### src/rtl/serial_subtract_controller_pkg.sv
// Shared definitions for the nibble-serial subtract sequencer.
`default_nettype none

package serial_subtract_controller_pkg;

   localparam int NIBBLE_W = 4;

   typedef enum logic [1:0] {
      S_IDLE = 2'd0,
      S_RUN  = 2'd1,
      S_DONE = 2'd2
   } state_t;

endpackage

`default_nettype wire

### src/rtl/universal_subtractor.sv
// 4-bit combinational subtractor; op acts as borrow-in.
`default_nettype none

module universal_subtractor (
   input  logic [3:0] a,
   input  logic [3:0] b,
   input  logic       op,
   output logic [3:0] r,
   output logic       borrow
);

   logic [4:0] d;

   // The fifth bit goes negative exactly when a < b + op.
   assign d      = {1'b0, a} - {1'b0, b} - {4'b0000, op};
   assign r      = d[3:0];
   assign borrow = d[4];

endmodule

`default_nettype wire

### src/rtl/serial_subtract_controller.sv
// Multi-precision A - B - bin, computed one nibble per cycle on a shared 4-bit subtractor.
`default_nettype none

module serial_subtract_controller
   import serial_subtract_controller_pkg::*;
#(
   parameter int NIBBLES = 4
) (
   input  logic                   clk,
   input  logic                   rst,
   input  logic                   start,
   input  logic [4*NIBBLES-1:0]   a_in,
   input  logic [4*NIBBLES-1:0]   b_in,
   input  logic                   bin,
   output logic                   busy,
   output logic                   done,
   output logic [4*NIBBLES-1:0]   diff,
   output logic                   bout,
   output logic                   zero
);

   localparam int W     = NIBBLE_W * NIBBLES;
   localparam int IDX_W = (NIBBLES > 1) ? $clog2(NIBBLES) : 1;

   state_t               state;
   state_t               state_next;
   logic [W-1:0]         a_sh;
   logic [W-1:0]         b_sh;
   logic                 borrow_r;
   logic [IDX_W-1:0]     idx;
   logic [W-1:0]         res_next;
   logic [NIBBLE_W-1:0]  sub_r;
   logic                 sub_borrow;
   logic                 last_nib;

   universal_subtractor u_sub (
      .a      (a_sh[NIBBLE_W-1:0]),
      .b      (b_sh[NIBBLE_W-1:0]),
      .op     (borrow_r),
      .r      (sub_r),
      .borrow (sub_borrow)
   );

   assign last_nib = (idx == IDX_W'(NIBBLES - 1));

   always_ff @(posedge clk) begin
      if (rst) begin
         state <= S_IDLE;
      end else begin
         state <= state_next;
      end
   end

   always_comb begin
      state_next = state;
      busy       = 1'b0;
      done       = 1'b0;
      case (state)
         S_IDLE: begin
            if (start) begin
               state_next = S_RUN;
            end
         end
         S_RUN: begin
            busy = 1'b1;
            if (last_nib) begin
               state_next = S_DONE;
            end
         end
         S_DONE: begin
            busy       = 1'b1;
            done       = 1'b1;
            state_next = S_IDLE;
         end
         default: begin
            state_next = S_IDLE;
         end
      endcase
   end

   // Partial result holds only the nibbles already produced; the new one enters at the top.
   generate
      if (NIBBLES == 1) begin : g_single
         assign res_next = sub_r;
      end else begin : g_multi
         logic [W-NIBBLE_W-1:0] res_sh;

         always_ff @(posedge clk) begin
            if (rst) begin
               res_sh <= '0;
            end else if (state == S_IDLE && start) begin
               res_sh <= '0;
            end else if (state == S_RUN) begin
               res_sh <= res_next[W-1:NIBBLE_W];
            end
         end

         assign res_next = {sub_r, res_sh};
      end
   endgenerate

   always_ff @(posedge clk) begin
      if (rst) begin
         a_sh     <= '0;
         b_sh     <= '0;
         borrow_r <= 1'b0;
         idx      <= '0;
         diff     <= '0;
         bout     <= 1'b0;
         zero     <= 1'b1;
      end else begin
         case (state)
            S_IDLE: begin
               if (start) begin
                  a_sh     <= a_in;
                  b_sh     <= b_in;
                  borrow_r <= bin;
                  idx      <= '0;
               end
            end
            S_RUN: begin
               a_sh     <= a_sh >> NIBBLE_W;
               b_sh     <= b_sh >> NIBBLE_W;
               borrow_r <= sub_borrow;
               idx      <= idx + 1'b1;
               if (last_nib) begin
                  diff <= res_next;
                  bout <= sub_borrow;
                  zero <= (res_next == '0);
               end
            end
            default: begin
            end
         endcase
      end
   end

endmodule

`default_nettype wire

### config.mk
export PLATFORM = sky130hd
export DESIGN_NAME = serial_subtract_controller
export DESIGN_NICKNAME = d
export VERILOG_FILES = /design/src/rtl/serial_subtract_controller_pkg.sv /design/src/rtl/universal_subtractor.sv /design/src/rtl/serial_subtract_controller.sv
export SDC_FILE = /design/constraint.sdc
export NUM_CORES = 1
export LEC_CHECK = 0
export CAP_MARGIN = 25
export CORE_UTILIZATION = 48
export CTS_CLUSTER_DIAMETER = 120
export DETAILED_ROUTE_END_ITERATION = 7
export PLACE_DENSITY = 0.74
export SLEW_MARGIN = 25
export SYNTH_ARGS = -nofsm -noshare
export SYNTH_HDL_FRONTEND = slang
export SYNTH_HIERARCHICAL = 1
export SYNTH_SLANG_ARGS = --single-unit
### constraint.sdc
create_clock -name clk -period 2.85 [get_ports clk]
set_input_delay 0.4275 -clock clk [delete_from_list [all_inputs] [get_ports clk]]
set_output_delay 0.4275 -clock clk [all_outputs]
set_load 0.02 [all_outputs]
==> results.md <==
- Startpoint of the worst register-to-register path: b_sh[0]
- Initial DRT Pass Iterations: 4
- Fraction of final layout cells with drive strength greater than 1: 13.1%
- Cell types occupying the most area after synthesis: sky130_fd_sc_hd__dfxtp_1, sky130_fd_sc_hd__mux2i_1, sky130_fd_sc_hd__a211oi_2
- Number of synthesis warnings: 6
- Beginning of the critical path: b_sh[0]
- Number of enable-type register cells in the synthesized netlist: 0
- Height of the die: 83.5 um
- List of cells traversed by the critical path: inv_1 -> fa_1 -> inv_1 -> ha_1 -> o21ai_0 -> nand3b_1 -> xor2_1 -> nor4_1 -> nand2_1 -> o41ai_1
- Sum of buffers and inverters on the critical path: 2
- Crit path time final: 2320 ps
- Clock Tree Root: sky130_fd_sc_hd__clkbuf_8
- Number of fill cells in the layout: 541
- Drt first-iter violations: 114
- Setup crit end: zero
- Setup Total Neg Slack: 0 ps
- Clock transition at path regs: 70 ps
- HPWL reported at the end of detailed placement: 4420 um
- Number of global-route vias before repair: 2,370
- Critical Path Stages: 10
- TritonCTS clock tree: done
- Standard-cell rows: 29
- Ratio of final minimum period to clock period: 81.4%
- Critical setup path kind: reg2reg
- Final GP Congestion: 0.767
- Maximum level of the CTS H-tree: 3
- Mapped Area: 3190 um2
- Post-cts resize count: 0
- DRC viols: 0
- Die extent in x: 83.5 um
- Relative max-transition margin: 55.0%
- Count leader, synth: sky130_fd_sc_hd__dfxtp_1
- Port Buffers: 55
- First-pass GRT wire length: 11,100 um
- Top post-synthesis cells by count: sky130_fd_sc_hd__dfxtp_1, sky130_fd_sc_hd__nand2_1, sky130_fd_sc_hd__nor2_1
- Family with the most delay on the worst path: adder cells
- Antenna violations before repair: 0
- Source-to-sink clock delay at the later pin of the worst-skew pair: 340 ps
- Longest individual stage delay on the worst path: 530 ps
- Number of buffers on the longest clock path: 2
- Number of cells on the worst reg-to-reg path: 10
- Static Leak: 1.43 nW
- Max-Cap Viols: 0
- Number of antenna diodes: 0
- Number of nets with antenna violations after routing: 0
- Critical register-to-register path endpoint: zero
- Sequential element share of the synthesized area: 42.0%
- Leftover overflow at the end of global routing: 0
- Maximum operating frequency: 431 MHz
- Final hold violation count: 0
- Number of top-level pins: 56
- Routed length per placed instance: 13.8 um
- Cell taking the most area after synthesis: sky130_fd_sc_hd__dfxtp_1
- Ratio of total power to cell area: 602 nW/um2
- Classification of the worst-slack hold path: reg2reg
- Setup Viol. Count Final: 0
- Syn nets: 387
- Transition time of the tightest slew-check pin: 675 ps
- Arrival time of data at the critical path endpoint: 2550 ps
- Via density per instance: 5.26
- Result of the run: finished, final reports clean
- Largest fanout on the critical path: 3
- Count of buffers added by post-CTS timing repair for setup: 0
- CTS buffer count: 9
- Share of the synthesized area in the top cell type: 42.0%
- Total of flip-flops plus latches after synthesis: 67
- Die outline area: 6980 um2
- Number of nets in the layout: 433
- Layout Area Growth over Synthesis: 23.0%
- Starting density of the core: 50.0%
- Routed via count: 2,456
- Overall global routing resource usage: 19.8%
- Required arrival time at the worst endpoint: 3080 ps
- Max rail drop VDD: 0.000329 V
- Number of hold buffers added after cts: 0
- Worst-case register-to-register setup slack: 530 ps
- Total wire length: 6440 um
- Area used by multi-input combinational logic: 1650 um2
- Clk sink count: 67
- Critical path endpoint category: flip-flop
- Unrepaired setup endpoints after global routing: false
- Floorplan core area: 6390 um2
- Cell repeated most along the worst path: sky130_fd_sc_hd__inv_1
- Type of origin of the critical path: flip-flop
- Cell count after placement: 451
- Maximum number of pins on one net before global-route repair: 51
- Prevailing post-synth register cell: sky130_fd_sc_hd__dfxtp_1
- Fraction of synthesis flops using an asynchronous set or reset pin: 0%
- Synthesized netlist cell count: 339
- Flip-flop and latch area: 1340 um2
- Slowest cell on crit path: sky130_fd_sc_hd__fa_1
- Post-route clock skew: 7.26 ps
- Average cell area after synthesis: 9.42 um2
- Non-filler cells, final: 467
- Number of max-slew violations in the final report: 0
- Number of library cell types mapped by synthesis: 31
-- worst reg2reg max path: cells and delay by family (launching register included) --
kind	cells	cell delay, ps
AOI/OAI and AO/OA	2	420
DFF	1	330
xor gates and xnor gates	1	180
and+or+nand+nor	3	470
adders and majority gates	2	700
buffers and inverters	2	110
-- state kept, by name, indices dropped and copies added, names as in the netlist --
register        flops
a_sh               16
b_sh               16
borrow_r            1
bout                1
diff               16
g_multi.res_sh     12
idx                 2
state               2
zero                1
-- routing by layer --
layer	global-route usage [%]	wire (um)	up-vias
li1	-	-	1244
met1	25.9	3060	1156
met2	31.3	3030	47
met3	5.54	275	9
met4	7.40	80	0
met5	0	0	-
-- metrics by stage --
stage | hold WS (ps) | instance area [um2] | setup slack (ps) | util [%] | total power, mW
2_1_floorplan | 441 | 3190 | 762 | - | 1.43
3_3_place_gp | 445 | 3710 | 680 | 58.1 | 1.52
3_5_place_dp | 448 | 3710 | 544 | 58.1 | 1.54
4_1_cts | 458 | 3930 | 539 | 61.5 | 2.38
5_1_grt | 475 | 3930 | 266 | 61.5 | 2.48
6_report | 453 | 3930 | 530 | 61.5 | 2.36
-- where the power goes --
group          switching, mW  internal (mW)  leakage, nW  total (mW)
clock network          0.362          0.489        0.101       0.850
logic                  0.258          0.222        0.781       0.479
registers             0.0396          0.994        0.547        1.03
total                  0.659           1.70         1.43        2.36
-- placed cells by master (no fill, tap or decap), types with 9 or more instances in the layout --
cell type,netlist,layout
sky130_fd_sc_hd__nor2_1,41,41
sky130_fd_sc_hd__dfxtp_1,67,67
sky130_fd_sc_hd__a21o_1,9,9
sky130_fd_sc_hd__ha_1,10,9
sky130_fd_sc_hd__inv_1,11,11
sky130_fd_sc_hd__clkbuf_8,0,9
sky130_fd_sc_hd__nand2b_1,11,11
sky130_fd_sc_hd__nand2_1,43,43
sky130_fd_sc_hd__a211oi_2,25,25
sky130_fd_sc_hd__clkdlybuf4s50_1,0,54
sky130_fd_sc_hd__a21oi_1,28,28
sky130_fd_sc_hd__mux2i_1,38,38
-- area by class of cell --
cell class / count / area share (%)
inverters: 11 / 1.05
clock buffers: 9 / 3.15
multi-input cells: 236 / 42.0
repair buffers: 60 / 14.8
well taps: 77 / 2.45
flip-flops and latches: 67 / 34.2
clock inverters: 7 / 2.36
-- cell families after synthesis --
group	Yosys count	share of synthesized area (%)
flops	67	42.0
xor+xnor	4	1.10
compound gates	67	17.5
fa+ha+maj	12	5.17
simple gates	114	15.4
mux	39	12.4
buf+inv	36	6.39
-- how the worst min path moves through the flow --
stage	start	end	slack [ps]	cells after the start
final	diff[11]	diff[11]	450	2
after global routing	diff[7]	diff[7]	480	2
after CTS	diff[11]	diff[11]	460	2
after detailed placement	diff[11]	diff[11]	450	2
after global placement	diff[4]	diff[4]	440	2
after floorplan	g_multi.res_sh[0]	zero	440	1
(Power assumes the default switching activity.)
